**config.mk**
```make
export PLATFORM = sky130hd
export DESIGN_NAME = difficulty_select_ctrl
export DESIGN_NICKNAME = d
export VERILOG_FILES = /design/src/rtl/difficulty_select_ctrl.sv
export SDC_FILE = /design/constraint.sdc
export NUM_CORES = 1
export LEC_CHECK = 0
export CAP_MARGIN = 20
export CORE_ASPECT_RATIO = 0.6
export CORE_MARGIN = 4
export CORE_UTILIZATION = 45
export DETAILED_ROUTE_END_ITERATION = 6
export PLACE_DENSITY = 0.74
export SETUP_SLACK_MARGIN = 0.02
export SLEW_MARGIN = 10
export SYNTH_ARGS = -nofsm -noshare
export SYNTH_HDL_FRONTEND = slang
export SYNTH_SLANG_ARGS = --single-unit
```
**constraint.sdc**
```tcl
create_clock -name clock -period 1.9 [get_ports clock]
set_input_delay 0.57 -clock clock [delete_from_list [all_inputs] [get_ports clock]]
set_output_delay 0.57 -clock clock [all_outputs]
set_load 0.02 [all_outputs]
```
**src/rtl/difficulty_select_ctrl.sv**
```systemverilog
// difficulty_select_ctrl: debounces and arbitrates BTNL/BTNC/BTNR into a difficulty code
// (L=1, C=2, R=3, priority L > C > R) and holds each accepted selection with a valid/ack
// handshake until the CPU consumes it.
// Optional feature macro: DIFF_STICKY_EN -- when defined, difficulty keeps the last accepted
// code after ack; otherwise it clears to 0 on the ack edge.
module difficulty_select_ctrl #(
    parameter int unsigned DEBOUNCE_CYCLES = 500000,
    parameter int unsigned CNT_W           = 20
) (
    input  logic        clock,
    input  logic        anti_reset,
    input  logic        BTNL,
    input  logic        BTNC,
    input  logic        BTNR,
    input  logic        difficulty_ack,
    output logic [31:0] difficulty,
    output logic        difficulty_valid,
    output logic [7:0]  select_count,
    output logic [1:0]  ctrl_state
);

    typedef enum logic [1:0] {
        StIdle    = 2'd0,
        StArmed   = 2'd1,
        StHold    = 2'd2,
        StRelease = 2'd3
    } state_e;

    localparam logic [CNT_W-1:0] CntLast = CNT_W'(DEBOUNCE_CYCLES - 1);

    state_e           state_q, state_d;
    logic [CNT_W-1:0] cnt_q, cnt_d;
    logic [1:0]       cand_q, cand_d;
    logic [2:0]       sync1_q, s_q;
    logic [1:0]       code;
    logic             accept, consume;
    logic [1:0]       diff_q, diff_d;
    logic             valid_q, valid_d;
    logic [7:0]       count_q, count_d;

    // Two-flop synchronizer; bit 0 = L, bit 1 = C, bit 2 = R
    always_ff @(posedge clock or negedge anti_reset) begin
        if (!anti_reset) begin
            sync1_q <= 3'b000;
            s_q     <= 3'b000;
        end else begin
            sync1_q <= {BTNR, BTNC, BTNL};
            s_q     <= sync1_q;
        end
    end

    // Fixed-priority encoder of the synchronized buttons
    always_comb begin
        code = 2'd0;
        if (s_q[0])      code = 2'd1;
        else if (s_q[1]) code = 2'd2;
        else if (s_q[2]) code = 2'd3;
    end

    assign accept  = (state_q == StArmed) && (code == cand_q) && (cnt_q == CntLast);
    assign consume = (state_q == StHold) && difficulty_ack;

    // State register together with debounce counter and candidate
    always_ff @(posedge clock or negedge anti_reset) begin
        if (!anti_reset) begin
            state_q <= StIdle;
            cnt_q   <= '0;
            cand_q  <= 2'd0;
        end else begin
            state_q <= state_d;
            cnt_q   <= cnt_d;
            cand_q  <= cand_d;
        end
    end

    // Next-state logic: debounce press in ARMED, debounce full release in RELEASE
    always_comb begin
        state_d = state_q;
        cnt_d   = cnt_q;
        cand_d  = cand_q;
        unique case (state_q)
            StIdle: begin
                cnt_d = '0;
                if (code != 2'd0) begin
                    cand_d  = code;
                    state_d = StArmed;
                end
            end
            StArmed: begin
                if (code == cand_q) begin
                    if (cnt_q == CntLast) begin
                        cnt_d   = '0;
                        state_d = StHold;
                    end else begin
                        cnt_d = cnt_q + 1'b1;
                    end
                end else begin
                    // Candidate aborted; re-arm only from IDLE on a later cycle
                    cnt_d   = '0;
                    state_d = StIdle;
                end
            end
            StHold: begin
                if (difficulty_ack) begin
                    cnt_d   = '0;
                    state_d = StRelease;
                end
            end
            StRelease: begin
                if (s_q == 3'b000) begin
                    if (cnt_q == CntLast) begin
                        cnt_d   = '0;
                        state_d = StIdle;
                    end else begin
                        cnt_d = cnt_q + 1'b1;
                    end
                end else begin
                    cnt_d = '0;
                end
            end
        endcase
    end

    // Output next-state: latch the code on acceptance, drop valid on consume
    always_comb begin
        diff_d  = diff_q;
        valid_d = valid_q;
        count_d = count_q;
        if (accept) begin
            diff_d  = cand_q;
            valid_d = 1'b1;
            count_d = count_q + 8'd1;
        end
        if (consume) begin
            valid_d = 1'b0;
`ifdef DIFF_STICKY_EN
            diff_d  = diff_q;
`else
            diff_d  = 2'd0;
`endif
        end
    end

    // Registered outputs
    always_ff @(posedge clock or negedge anti_reset) begin
        if (!anti_reset) begin
            diff_q  <= 2'd0;
            valid_q <= 1'b0;
            count_q <= 8'd0;
        end else begin
            diff_q  <= diff_d;
            valid_q <= valid_d;
            count_q <= count_d;
        end
    end

    assign difficulty       = {30'd0, diff_q};
    assign difficulty_valid = valid_q;
    assign select_count     = count_q;
    assign ctrl_state       = state_q;

endmodule

```
==> results.txt, run 1 <==
Worst-margin pin slew = 0.532 ns
Skew final = 0.00600 ns
Crit start category = register
Count of final hold-check violations = 0
Post-synth top area share = 0.431
DRT iter0 DRCs = 155
Power Dens Cells = 823 nW/µm²
# setup viols final = 24
CP startpoint = cnt_q[11]$_DFFE_PN0P_
Critical Path RT = 2.09 ns
Complex-gate fraction of the synthesized area = 0.140
Antenna Nets Post-Route = 0
Dpl ws = -0.0550 ns
Status = finished, violations left
First-pass GRT wire length = 9430 µm
Failing checks = negative setup slack
Final setup margin = -0.130 ns
Crit. End Element = register
Synthesis-stage register bit count = 41
Final HPWL DP = 4140 µm
Synth area leader = dfrtp_1
NumNets Final = 322
GR Overflow Total = 0
Max Buffers Root-to-Sink = 2
Design Area, Final = 3180 µm²
Critical Path Fanout Max = 7
Hold WC Path Type = in2async
Final min period = 2.03 ns
CTS clk-pin slew, worst paths = 0.08 ns
CTS tree = done
Clock Latency Late Sink = 0.30 ns
Max Freq = 493 MHz
Routed via count = 2077
Peak supply drop = 0.000372 V
Final Cycle Share = 1.07
Tot Pwr = 2.62 mW
RSZ-0062 raised after global routing = yes
Standard-cell rows = 20
First-pass DRT Iterations = 5
Core area = 5080 µm²
Clk sink count = 41
Ys async rst share = 1.00
Yosys warnings = 0
Final std cells w/o fill = 381
Vias per inst = 5.45
Placed cell count = 359
Total number of H-tree levels = 2
Yosys cell types = 58
Final GP Congestion = 0.889
Synth Instances = 251
Reg2reg start = cnt_q[11]$_DFFE_PN0P_
Leakage power = 1.47 nW
Die height = 64.3 µm
Layout area overhead = 33.5%
Post-synth EDFFs = 0
Vias in the first global route = 1874
Largest net degree at the start of global routing = 42
Ys flop type = dfrtp_1
Synth top area cells = dfrtp_1 (43%), buf_4 (9.5%), nand2_1 (4.1%)
I/O pins = 49
DRC errors left = 0
Die X = 102 µm
GRT Total Usage = 0.185
CTS buffer count = 5
Clock root buffer = clkbuf_8
Rel. slew slack = 0.645
Post-synthesis xor/xnor area fraction = 0.0331
Die area = 6560 µm²
Most frequent cells after synthesis = dfrtp_1 (41), buf_4 (30), nand2_1 (26)
Crit Path Category = reg2reg
I/O Buffers = 18
Count leader, synth = dfrtp_1
Largest family of logic cells by synthesized area = simple AND/OR/NAND/NOR gates
Final WL = 6590 µm
Placed instance area = 2760 µm²
Share of post-route cells with drive strength above 1 = 0.321
Diode count = 0
Arrival time worst endpoint = 2.22 ns
Hold_buf cts = 0
Adder-cell area share of the yosys netlist = 0.0105
Initial antenna violation count = 0
Max Slew Vio Count = 0
Netlist Area Pre-Place = 2380 µm²
Syn Area/Cell = 9.49 µm²
Synth Area in Simple Gates = 0.242
Seq/Total Area, Yosys = 0.431
Wire per inst = 17.3 µm
Mux contribution to synthesized area = 0.0173
Max-cap violations = 0
Initial Util = 0.469
[per-stage QoR]
step | setup TNS (ns) | utilization | hold slack [ns]
final | -1.63 | 0.626 | 0.321
after detailed placement | -0.185 | 0.542 | 0.338
after global placement | -0.000623 | 0.542 | 0.334
after floorplan | 0 | - | 0.274
after global routing | -3.42 | 0.626 | 0.365
after CTS | 0 | 0.590 | 0.345
[cell families (layout without fill, tap and decap cells)]
| kind of cell | count (synthesis) | in the layout |
|---|---|---|
| and+or+nand+nor | 100 | 101 |
| AOI/OAI and AO/OA | 49 | 49 |
| buffers and inverters | 45 | 79 |
| DFF | 41 | 41 |
| xor gates and xnor gates | 9 | 9 |
| muxes | 4 | 4 |
| adders and majority gates | 2 | 2 |
| other | 1 | 30 |
[layout make-up]
class / instances / area (µm²)
Fill cell: 397 / 1900
Multi-Input combinational cell: 195 / 1370
Clock inverter: 2 / 37.5
Inverter: 7 / 26.3
Sequential cell: 41 / 1030
Tap cell: 66 / 82.6
Clock buffer: 6 / 82.6
Timing Repair Buffer: 64 / 549
[critical path, stage by stage (launching register included)]
cell     delay (ns)
dfrtp_1        0.42
nor4b_2        0.31
nand4_1        0.18
or3_4          0.51
and2_4         0.19
a221o_1        0.31
[placed cells by master (no fill, tap or decap), drive strengths merged, types with 3 or more instances in the layout]
cell,Yosys,routed
mux2i,3,3
clkdlybuf4s50,0,8
nand3,18,18
a21oi,8,8
a31oi,3,3
o211ai,5,5
nand2,26,26
inv,7,7
nor4b,3,3
o21ai,13,13
nor2,11,11
buf,32,47
conb,1,30
nor3,7,7
and3,3,3
dlygate4sd2,0,9
or2,3,3
clkbuf,6,6
a22o,3,3
xor2,7,7
dfrtp,41,41
nand4,5,5
nand3b,4,4
or3,9,10
[path summary, 6_finish.rpt]
| check | end | slack (ns) | depth (start not counted) |
|---|---|---|---|
| min in group clock | s_q[2]$_DFF_PN0_ | 0.36 | 0 |
| max in group asynchronous | cnt_q[8]$_DFFE_PN0P_ | 1.18 | 2 |
| max | cnt_q[5]$_DFFE_PN0P_ | -0.13 | 5 |
| max reg2reg | cnt_q[5]$_DFFE_PN0P_ | -0.13 | 5 |
| min | select_count[1]$_DFFE_PN0P_ | 0.32 | 2 |
| min reg2reg | s_q[2]$_DFF_PN0_ | 0.36 | 0 |
[state kept, by name (all words and copies together) (netlist names), named ones only]
name / cells
cnt_q: 20
select_count: 8
s_q: 3
sync1_q: 3
cand_q: 2
diff_q: 2
ctrl_state: 1
difficulty_valid: 1
[repair_timing]
action	4_1_cts	5_1_grt
pin swaps	5	18
endpoints found under the setup margin	28	29
gates cloned	1	0
setup buffers	9	4
resized for setup	21	35
[metal layers]
layer  routed length, µm  share of wire  up-vias  GRT usage
li1                    -              -      973          -
met1                2950           0.45     1002      0.290
met2                3040           0.46       93      0.249
met3                 535          0.081        9     0.0578
met4                  63         0.0096        0     0.0327
met5                   0              0        -          0
[power breakdown]
group          switching (mW)  internal (mW)
clock                   0.329          0.428
combinational           0.474          0.375
sequential             0.0852          0.924
total                   0.889           1.73
(Power assumes the default switching activity.)
==> run 2, diff against run 1 <==
- MAX_ROUTING_LAYER: default -> met4
==> run 2 against run 1 <==
Effect of this change:
- the run still ends with negative setup slack left
- fmax increased by 0.39%
- register-to-register slack is essentially flat
- non-clock buffer count rose by 4
==> results.txt, run 2 (same netlist as run 1, synthesis figures left out) <==
Max Buffers Root-to-Sink = 2
Power Dens Cells = 827 nW/µm²
Arrival time worst endpoint = 2.21 ns
Vias in the first global route = 1866
Count of final hold-check violations = 0
Peak supply drop = 0.000362 V
Clk sink count = 41
Initial antenna violation count = 0
Met3 usage = 0.0545
Antenna Nets Post-Route = 0
Max-cap violations = 0
Cell family with most CP delay = simple AND/OR/NAND/NOR gates
Die height = 64.3 µm
Final HPWL DP = 4140 µm
Placed instance area = 2760 µm²
Die area = 6560 µm²
Routed via count = 2119
Placed cell count = 359
Worst-margin pin slew = 0.529 ns
DRC errors left = 0
Most frequent cells in the layout = buf_4 (44), dfrtp_1 (35), conb_1 (30)
Final std cells w/o fill = 385
Share of post-route cells with drive strength above 1 = 0.335
Met2 GRT Util = 0.248
Standard-cell rows = 20
Core area = 5080 µm²
GRT Total Usage = 0.191
NumNets Final = 326
Critical Path Fanout Max = 7
Largest net degree at the start of global routing = 42
Layout area overhead = 34.5%
Worst path max stage delay = 0.51 ns
CTS clk-pin slew, worst paths = 0.08 ns
Crit start category = register
Final GP Congestion = 0.904
Max Slew Vio Count = 0
Fill count = 392
CTS tree = done
Max Freq = 495 MHz
Final Cycle Share = 1.06
Crit. End Element = register
Total number of H-tree levels = 2
Crit Path Category = reg2reg
Die X = 102 µm
RSZ-0062 raised after global routing = yes
Gr busiest metal = met1
Commonest non-fill, non-tap cell in the layout = buf_4
Status = finished, violations left
Critical Path RT = 2.09 ns
DRT iter0 DRCs = 143
Leakage power = 1.47 nW
Final WL = 6610 µm
FF/Latch Area = 1030 µm²
I/O pins = 49
Vias per inst = 5.50
CP Buf/Inv Count = 0
Clock root buffer = clkbuf_8
# setup viols final = 24
Failing checks = negative setup slack
Initial Util = 0.469
I/O Buffers = 18
Wire per inst = 17.2 µm
CTS buffer count = 5
Hold WC Path Type = in2async
Largest Register = cnt_q
First-pass DRT Iterations = 5
Dpl ws = -0.0550 ns
Slowest CP cell = or3_4
Diode count = 0
Multi-input gate area = 1370 µm²
M1 GR Usage = 0.294
Clock Latency Late Sink = 0.30 ns
Final setup margin = -0.122 ns
Max reg flops = 20
Design Area, Final = 3200 µm²
Final min period = 2.02 ns
GR Overflow Total = 0
CP Cell Sequence = nor4b_2, nand4_1, or3_4, and2_4, a221o_1
First-pass GRT wire length = 9460 µm
Rel. slew slack = 0.647
Skew final = 0.00712 ns
-- run 2: cell count changes in the layout (fill, tap and decap cells not counted) --
cell     previous run  this run
a21oi_1             8         7
a21oi_2             0         1
buf_2               1         2
buf_4              40        44
buf_6               4         3
nor3_2              1         2
nor3_4              3         2
o21ai_1             6         5
o21ai_2             1         2
-- run 2: final timing paths --
check / from / to / slack (ns) / cells after the start
setup / recovery: cnt_q[11]$_DFFE_PN0P_ / cnt_q[5]$_DFFE_PN0P_ / -0.12 / 5
hold / removal: anti_reset / select_count[1]$_DFFE_PN0P_ / 0.32 / 2
setup reg to reg: cnt_q[11]$_DFFE_PN0P_ / cnt_q[5]$_DFFE_PN0P_ / -0.12 / 5
hold reg to reg: sync1_q[2]$_DFF_PN0_ / s_q[2]$_DFF_PN0_ / 0.35 / 0
max in group asynchronous: anti_reset / cnt_q[8]$_DFFE_PN0P_ / 1.18 / 2
min in group clock: sync1_q[2]$_DFF_PN0_ / s_q[2]$_DFF_PN0_ / 0.35 / 0
-- run 2: cell type report --
cell class	count	share of cell area
Clock buffer	6	0.0258
Clock inverter	2	0.0117
Inverter	7	0.00820
Multi-Input combinational cell	195	0.427
Sequential cell	41	0.323
Tap cell	66	0.0258
Timing Repair Buffer	68	0.179
-- run 2: power by group --
group,switching (mW),internal (mW)
clock network,0.324,0.427
registers,0.0716,0.924
logic,0.500,0.401
total,0.895,1.75
-- run 2: timing repair --
item                       CTS  global route
pin swaps                    5            14
hold buffers                 0             0
cloned                       1             0
setup buffers                9             8
resized for setup           21            36
setup endpoints to repair   28            29
-- run 2: metrics by stage --
step / util / hold WS (ns) / TNS [ns] / power, mW
floorplan: - / 0.274 / 0 / 1.40
CTS: 0.590 / 0.345 / 0 / 2.41
finish: 0.631 / 0.321 / -1.31 / 2.65
global placement: 0.542 / 0.334 / -0.000623 / 1.59
global route: 0.631 / 0.367 / -3.44 / 2.76
detailed placement: 0.542 / 0.338 / -0.185 / 1.61
-- run 2: per-layer routing --
metal | share of wire | wire [µm]
met5 | 0 | 0
met4 | 0.0076 | 50
met3 | 0.079 | 523
met2 | 0.47 | 3100
met1 | 0.44 | 2930
==> run 3, diff against run 2 <==
- PLACE_DENSITY: 0.74 -> 0.72
- clock period: 1.9 -> 2.17 ns (I/O delays scaled with it)
==> run 3 against run 2 <==
Effect of this change:
- the flow now finishes without violations
- via count fell by 12%
- power fell by 29%
- setup slack improved by 0.17 ns
- first-iteration DRC count fell by 9.1%
- clock skew fell by 0.0041 ns
- sequential share of layout area rose by 5.2 points
- worst hold slack got worse by 0.017 ns
- fmax fell by 4.7%
- die area did not move
- register-to-register slack improved by 0.17 ns
- count of clock-buffer cells in the layout rose by 1
- utilization fell by 9.1 points
- critical endpoint is now cnt_q[18]$_DFFE_PN0P_
- largest power group unchanged
- highest routed layer unchanged
==> results.txt, run 3 (same netlist as run 1, synthesis figures left out) <==
Status = finished clean
Vias per inst = 5.31
DRT iter0 DRCs = 130
Worst path max stage delay = 0.60 ns
Final std cells w/o fill = 353
Die height = 64.3 µm
Standard-cell rows = 20
I/O Buffers = 18
First-pass GRT wire length = 8280 µm
Initial Util = 0.469
Fill count = 446
Hold WC Path Type = in2async
Arrival time worst endpoint = 2.33 ns
Diode count = 0
Largest net degree at the start of global routing = 22
Clk sink count = 41
Final WL = 5210 µm
Final GP Congestion = 0.885
Crit start category = register
GRT Total Usage = 0.170
RSZ-0062 raised after global routing = yes
Skew final = 0.00305 ns
CP Cell Sequence = ha_2, nand3_4, or4_4, or2_1, o31a_1, a22oi_1
Rel. slew slack = 0.517
Layout area overhead = 15.2%
Max Buffers Root-to-Sink = 2
Most frequent cells in the layout = dfrtp_1 (39), conb_1 (30), nand2_1 (26)
FF/Latch Area = 1030 µm²
Count of final hold-check violations = 0
CTS tree = done
Multi-input gate area = 1180 µm²
Crit. End Element = register
Die X = 102 µm
Post-Route Setup TNS = 0 ns
Worst-margin pin slew = 0.720 ns
Share of post-route cells with drive strength above 1 = 0.181
NumNets Final = 295
Critical Path Fanout Max = 8
Power Dens Cells = 685 nW/µm²
Leakage power = 1.20 nW
Slowest CP cell = or4_4
# setup viols final = 0
Clock root buffer = clkbuf_8
Commonest non-fill, non-tap cell in the layout = dfrtp_1
Final HPWL DP = 3730 µm
Max Freq = 471 MHz
Antenna Nets Post-Route = 0
Initial antenna violation count = 0
Max-cap violations = 0
CTS buffer count = 5
Die area = 6560 µm²
Max Slew Vio Count = 0
DRC errors left = 0
Max reg flops = 20
CP Buf/Inv Count = 0
Final Cycle Share = 0.978
CTS clk-pin slew, worst paths = 0.07 ns
Core area = 5080 µm²
Clock Latency Late Sink = 0.29 ns
Cell family with most CP delay = simple AND/OR/NAND/NOR gates
Placed cell count = 341
I/O pins = 49
Vias in the first global route = 1624
Final min period = 2.12 ns
Total number of H-tree levels = 2
Critical Path RT = 2.38 ns
Routed via count = 1874
Crit Path Category = reg2reg
First-pass DRT Iterations = 5
GR Overflow Total = 0
Wire per inst = 14.8 µm
Peak supply drop = 0.000304 V
Largest Register = cnt_q
Tot Pwr = 1.88 mW
## run 3: timing repair
action	CTS	global route
setup endpoints to repair	0	7
hold buffers	0	0
setup buffers	0	5
resized for setup	0	4
## run 3: final timing paths
check / start / endpoint / slack [ns] / cells past startpoint
setup / recovery: cnt_q[0]$_DFFE_PN0P_ / cnt_q[18]$_DFFE_PN0P_ / 0.05 / 6
hold / removal: anti_reset / select_count[2]$_DFFE_PN0P_ / 0.30 / 1
setup reg to reg: cnt_q[0]$_DFFE_PN0P_ / cnt_q[18]$_DFFE_PN0P_ / 0.05 / 6
hold reg to reg: sync1_q[0]$_DFF_PN0_ / s_q[0]$_DFF_PN0_ / 0.35 / 0
max in group asynchronous: anti_reset / ctrl_state[0]$_DFFE_PN0P_ / 1.30 / 2
min in group clock: sync1_q[0]$_DFF_PN0_ / s_q[0]$_DFF_PN0_ / 0.35 / 0
## run 3: layout make-up
class                      count  area share
multi-input combinational    194       0.431
sequential                    41       0.375
timing repair buffer          38       0.123
clock buffer                   7      0.0315
tap                           66      0.0301
inverter                       7     0.00958
## run 3: per-stage QoR
| stage | instance area (µm²) | util | hold slack [ns] | worst slack, ns |
|---|---|---|---|---|
| floorplan | 2490 | - | 0.331 | 0.195 |
| global placement | 2610 | 0.513 | 0.333 | 0.119 |
| detailed placement | 2610 | 0.513 | 0.335 | 0.0453 |
| CTS | 2690 | 0.530 | 0.303 | 0.0203 |
| global route | 2740 | 0.540 | 0.325 | -0.0353 |
| finish | 2740 | 0.540 | 0.303 | 0.0476 |
## run 3: metal layers
metal	up-vias	global-route usage	share of wire
met5	-	-	0
met4	0	0.0606	0.014
met3	8	0.0414	0.075
met2	68	0.193	0.40
met1	885	0.275	0.51
li1	913	-	-
## run 3: report_power, final
part	total (mW)	internal [mW]	leakage, nW	switching [mW]
logic	0.478	0.197	0.606	0.280
registers	0.895	0.807	0.548	0.0878
clock network	0.507	0.252	0.0443	0.254
total	1.88	1.26	1.20	0.622
==> patch 1 (config.mk and constraints of run 3) <==
Change the parameter `CNT_W` from 20 to 40.
--- a/src/rtl/difficulty_select_ctrl.sv
+++ b/src/rtl/difficulty_select_ctrl.sv
@@ -7,3 +7,3 @@
     parameter int unsigned DEBOUNCE_CYCLES = 500000,
-    parameter int unsigned CNT_W           = 20
+    parameter int unsigned CNT_W           = 40
 ) (
Formal check against the unedited RTL: no difference found for any inputs over 10 cycles, from zero or initial values and one cycle with anti_reset low; that may be too few to reach the edited logic, so the function may still have changed.
==> patch 1 against run 3 <==
- power rose by 110%
- setup slack got worse by 0.035 ns
- combinational power rose to 2.7 times the old value
- area after synthesis rose by 64%
- largest power group is now the clock network
- clock power rose to 2.9 times the old value
- critical path type unchanged
- design area rose by 79%
- via count rose by 99%
- first-iteration DRC count rose to 4.0 times the old value
- sequential cell count rose by 20
- routed wire length rose by 120%
- fmax fell by 1.6%
- critical endpoint is now cnt_q[7]
- global-route usage rose by 6.2 points
- sequential share of layout area fell by 6.4 points
- utilization rose by 3.8 points
==> patch 1: results (changes against run 3) <==
<table>
<tr><th>Metric</th><th>Value</th></tr>
<tr><th colspan="2">Outcome</th></tr>
<tr><td>Status</td><td>finished clean</td></tr>
<tr><th colspan="2">Finish</th></tr>
<tr><td>Final layout net count</td><td>486 (+65%)</td></tr>
<tr><td>Number of flip-flops in the largest register</td><td>40 (+100%)</td></tr>
<tr><td>Layout cells sized above 1</td><td>22.6% (+4.4 points)</td></tr>
<tr><th colspan="2">Placed design</th></tr>
<tr><td>Cell area after placement</td><td>0.00441 mm^2 (+69%)</td></tr>
<tr><td>Post-DP HPWL</td><td>7710 um (+110%)</td></tr>
<tr><th colspan="2">Global routing</th></tr>
<tr><td>Maximum number of pins on one net before global-route repair</td><td>62 (+180%)</td></tr>
<tr><td>First-pass GRT wire length</td><td>18000 um (+120%)</td></tr>
<tr><td>Number of global-route vias before repair</td><td>3314 (+100%)</td></tr>
<tr><th colspan="2">Logic synthesis</th></tr>
<tr><td>Largest cells by area after synthesis</td><td>dfrtp_1 39%, buf_4 6.3%, nand4_1 5.9%</td></tr>
<tr><td>Area share of fa/ha/maj cells after synthesis</td><td>0.639% (-0.41 points)</td></tr>
<tr><td>Synth cell count leaders</td><td>61 x dfrtp_1, 37 x nand4_1, 33 x buf_4</td></tr>
<tr><td>Compound-gate portion of the synthesized area</td><td>16.0% (+2.1 points)</td></tr>
<tr><td>Share of the synthesized netlist area taken by xor and xnor gates</td><td>1.79% (-1.5 points)</td></tr>
<tr><td>Proportion of synthesized area in mux cells</td><td>1.60% (-0.14 points)</td></tr>
<tr><th colspan="2">Clock tree</th></tr>
<tr><td>Post-CTS clock slew at the launch and capture registers of the worst setup and hold paths</td><td>0.05 ns (-0.02 ns)</td></tr>
<tr><td>Clock buffers created by TritonCTS</td><td>9 (+4)</td></tr>
<tr><th colspan="2">Pwr</th></tr>
<tr><td>Switch share</td><td>35.2% (+2.1 points)</td></tr>
<tr><td>Leakage power of the design</td><td>2.04 nW (+71%)</td></tr>
<tr><td>Clock share of power</td><td>36.2% (+9.2 points)</td></tr>
<tr><th colspan="2">Setup path</th></tr>
<tr><td>Crit-path max FO</td><td>20 (+12)</td></tr>
<tr><th colspan="2">STA</th></tr>
<tr><td>Tightest Pin Transition</td><td>0.633 ns (-0.0867 ns)</td></tr>
<tr><td>Final Skew</td><td>0.00650 ns (+0.00345 ns)</td></tr>
<tr><th colspan="2">Route</th></tr>
<tr><td>Total Wirelength</td><td>11600 um (+120%)</td></tr>
<tr><td>Via/cell ratio</td><td>6.28 (+18%)</td></tr>
</table>
-- patch 1: cell type report --
class	count	area, um^2
fill	707	3590
multi-input combinational	321	2200
sequential	61	1530
timing repair buffer	76	706
clock buffer	10	239
tap	112	140
clock inverter	6	62.6
inverter	9	33.8
-- patch 1: what timing repair did --
item                       in CTS  in global routing
buffers inserted                0                  1
pin swaps                       0                  3
gates cloned                    0                  2
gates resized for setup         6                 19
setup endpoints to repair      21                 25
-- patch 1: worst paths after layout --
kind	from	to	cells past startpoint
hold reg to reg	sync1_q[1]	s_q[1]	0
setup reg to reg	cnt_q[22]	cnt_q[7]	7
min in group clock	sync1_q[1]	s_q[1]	0
hold / removal	anti_reset	cnt_q[7]	2
max in group asynchronous	anti_reset	cnt_q[5]	2
setup / recovery	cnt_q[22]	cnt_q[7]	7
-- patch 1: power groups by stage --
| stage | Clock, mW | Sequential (mW) | Combinational, mW |
|---|---|---|---|
| after floorplan | 0 | 1.26 | 0.767 |
| after global placement | 0 | 1.26 | 1.11 |
| after detailed placement | 0 | 1.27 | 1.12 |
| after CTS | 1.47 | 1.25 | 1.13 |
| after global routing | 1.52 | 1.26 | 1.38 |
| final | 1.45 | 1.26 | 1.31 |
-- patch 1: critical path, cell delays in order (launching register included) --
cell      delay [ns]
dfrtp_1         0.39
nor4_2          0.28
buf_4           0.16
nand4_1         0.14
o31a_1          0.39
nand2_1         0.19
buf_12          0.19
o211ai_1        0.21
-- patch 1: cell families (layout without fill, tap and decap cells) --
| group | after synthesis | count (layout) |
|---|---|---|
| AOI/OAI and AO/OA | 86 | 86 |
| xor gates and xnor gates | 8 | 8 |
| adders and majority gates | 2 | 2 |
| buffers and inverters | 71 | 101 |
| DFF | 61 | 61 |
| muxes | 6 | 6 |
| other | 1 | 30 |
| and+or+nand+nor | 189 | 189 |
-- patch 1: through the flow --
stage | utilization (%) | TNS (ns) | setup WS, ns | std cells
detailed placement | 52.0 | -0.449 | -0.109 | 576
CTS | 55.9 | 0 | 0.0184 | 592
floorplan | - | 0 | 0.155 | 453
global route | 57.8 | -0.342 | -0.0903 | 595
finish | 57.8 | 0 | 0.0123 | 595
global placement | 52.0 | -0.370 | -0.0977 | 576
-- patch 1: layer usage --
| metal | track usage (%) | vias to the layer above | routed length (um) |
|---|---|---|---|
| met2 | 29.0 | 218 | 4690 |
| li1 | - | 1685 | - |
| met5 | - | - | 0 |
| met1 | 35.1 | 1815 | 5430 |
| met4 | 4.98 | 0 | 146 |
| met3 | 8.24 | 18 | 1340 |
==> patch 2 (settings of run 3) <==
Without the edit above. Register the output `select_count` once more; this adds one clock of latency there. The other outputs are not delayed to match.
--- a/src/rtl/difficulty_select_ctrl.sv
+++ b/src/rtl/difficulty_select_ctrl.sv
@@ -158,3 +158,5 @@
     assign difficulty_valid = valid_q;
-    assign select_count     = count_q;
+    always_ff @(posedge clock) begin
+        select_count <= count_q;
+    end
     assign ctrl_state       = state_q;
Formal check against the unedited RTL: same outputs for any inputs over 10 cycles, from zero or initial values and one cycle with anti_reset low; that may be too few to reach the edited logic, so the function may still have changed.
==> patch 2 against run 3 <==
- design area up 9.7%
- critical path depth rose by 1
- highest routed layer unchanged
- global-route usage shrank 0.17 points
- power is 15% higher
- combinational power is 15% higher
- area after synthesis up 12%
- setup slack gained 0.10 ns
- routed wire length is 12% higher
- largest power group unchanged
- sequential share of layout area increased by 1.9 points
- sequential cell count grew 8
- cell count grew 6.8%
- hold slack better by 0.0043 ns
==> patch 2: results (changes against run 3) <==
<table>
<tr><th>Metric</th><th>Value</th></tr>
<tr><th colspan="2">Placed design</th></tr>
<tr><td>Placed insts</td><td>369 (+8.2%)</td></tr>
<tr><th colspan="2">Logic synthesis</th></tr>
<tr><td>Post-synth cell types</td><td>59 (+1.7%)</td></tr>
<tr><td>Proportion of synthesized area in mux cells</td><td>1.55% (-0.18 points)</td></tr>
<tr><td>Synth cell count leaders</td><td>41 x dfrtp_1, 31 x buf_4, 23 x nand2_1</td></tr>
<tr><td>Largest cells by area after synthesis</td><td>dfrtp_1 38%, buf_4 8.7%, dfxtp_1 6.0%</td></tr>
<tr><td>Compound-gate portion of the synthesized area</td><td>16.1% (+2.1 points)</td></tr>
<tr><td>Sequential element share of the synthesized area</td><td>44.5% (+1.4 points)</td></tr>
<tr><td>Share of the synthesized netlist area taken by xor and xnor gates</td><td>2.63% (-0.68 points)</td></tr>
<tr><td>Gate count of the mapped netlist</td><td>269 (+7.2%)</td></tr>
<tr><td>Area fraction of the dominant cell type after synthesis</td><td>38.5% (-4.6 points)</td></tr>
<tr><td>Area share of fa/ha/maj cells after synthesis</td><td>0.939% (-0.11 points)</td></tr>
<tr><th colspan="2">Outcome</th></tr>
<tr><td>Status</td><td>finished clean</td></tr>
<tr><th colspan="2">Global routing</th></tr>
<tr><td>All-layer global routing usage</td><td>16.8% (-0.17 points)</td></tr>
<tr><td>Maximum number of pins on one net before global-route repair</td><td>42 (+91%)</td></tr>
<tr><td>First-pass GRT wire length</td><td>9150 um (+10%)</td></tr>
<tr><td>Number of global-route vias before repair</td><td>1737 (+7.0%)</td></tr>
<tr><th colspan="2">Clock tree</th></tr>
<tr><td>Post-CTS clock slew at the launch and capture registers of the worst setup and hold paths</td><td>0.10 ns (+0.03 ns)</td></tr>
<tr><th colspan="2">Finish</th></tr>
<tr><td>Layout cells sized above 1</td><td>13.1% (-5.0 points)</td></tr>
<tr><th colspan="2">Route</th></tr>
<tr><td>Via/cell ratio</td><td>5.47 (+3.0%)</td></tr>
<tr><td>DR WL/cell</td><td>15.5 um (+4.7%)</td></tr>
<tr><td>First-iteration detailed-routing DRC count</td><td>183 (+41%)</td></tr>
<tr><th colspan="2">Setup path</th></tr>
<tr><td>Top Family by Delay on Critical Path</td><td>flip-flops</td></tr>
<tr><td>Worst endpoint data arrival time</td><td>2.22 ns (-0.11 ns)</td></tr>
<tr><td>CP peak stage delay</td><td>0.46 ns (-0.14 ns)</td></tr>
<tr><td>Depth of the most critical reg-to-reg path</td><td>7 (+1)</td></tr>
<tr><td>Termination of the worst setup path</td><td>count_q[1]</td></tr>
<tr><th colspan="2">Pwr</th></tr>
<tr><td>Leakage power of the design</td><td>1.26 nW (+5.5%)</td></tr>
<tr><td>Worst supply voltage drop on vdd</td><td>0.000368 V (+21%)</td></tr>
<tr><th colspan="2">STA</th></tr>
<tr><td>Tightest Pin Transition</td><td>0.520 ns (-0.200 ns)</td></tr>
</table>
patch 2: through the flow:
stage          cell area [um^2]  hold slack (ns)  setup WS [ns]
6_report                   3010            0.308          0.149
5_1_grt                    3010            0.312         0.0326
4_1_cts                    2990            0.309         0.0316
3_5_place_dp               2900            0.339         0.0931
3_3_place_gp               2900            0.332          0.121
2_1_floorplan              2770            0.331          0.328
patch 2: power by group:
part / leakage, nW / total [mW] / internal [mW] / switching, mW
Clock: 0.0423 / 0.574 / 0.235 / 0.339
Sequential: 0.604 / 1.04 / 0.956 / 0.0824
Combinational: 0.618 / 0.550 / 0.217 / 0.333
patch 2: routing by layer:
metal	vias to the layer above	track usage (%)	routed length (um)
li1	972	-	-
met1	996	26.5	2950
met2	89	19.9	2350
met3	4	5.64	491
met4	0	2.83	34
met5	-	-	0
patch 2: area by class of cell:
class,instances,area share [%]
inverter,6,0.749
clock inverter,3,0.874
clock buffer,5,2.29
sequential,49,39.4
multi-input combinational,199,42.3
timing repair buffer,35,11.0
tap,80,3.33
patch 2: what timing repair did:
item | CTS | global route
hold buffers | 0 | 0
endpoints found under the setup margin | 0 | 10
resized for setup | 0 | 5
endpoints found under the hold margin | 0 | 0
patch 2: worst register-to-register path, delay by kind of cell (launching register included):
kind                       cells  cell delay [ns]
muxes                          1             0.33
adders and majority gates      1             0.19
DFF                            1             0.46
and+or+nand+nor                2             0.36
AOI/OAI and AO/OA              1             0.19
buffers and inverters          2             0.39
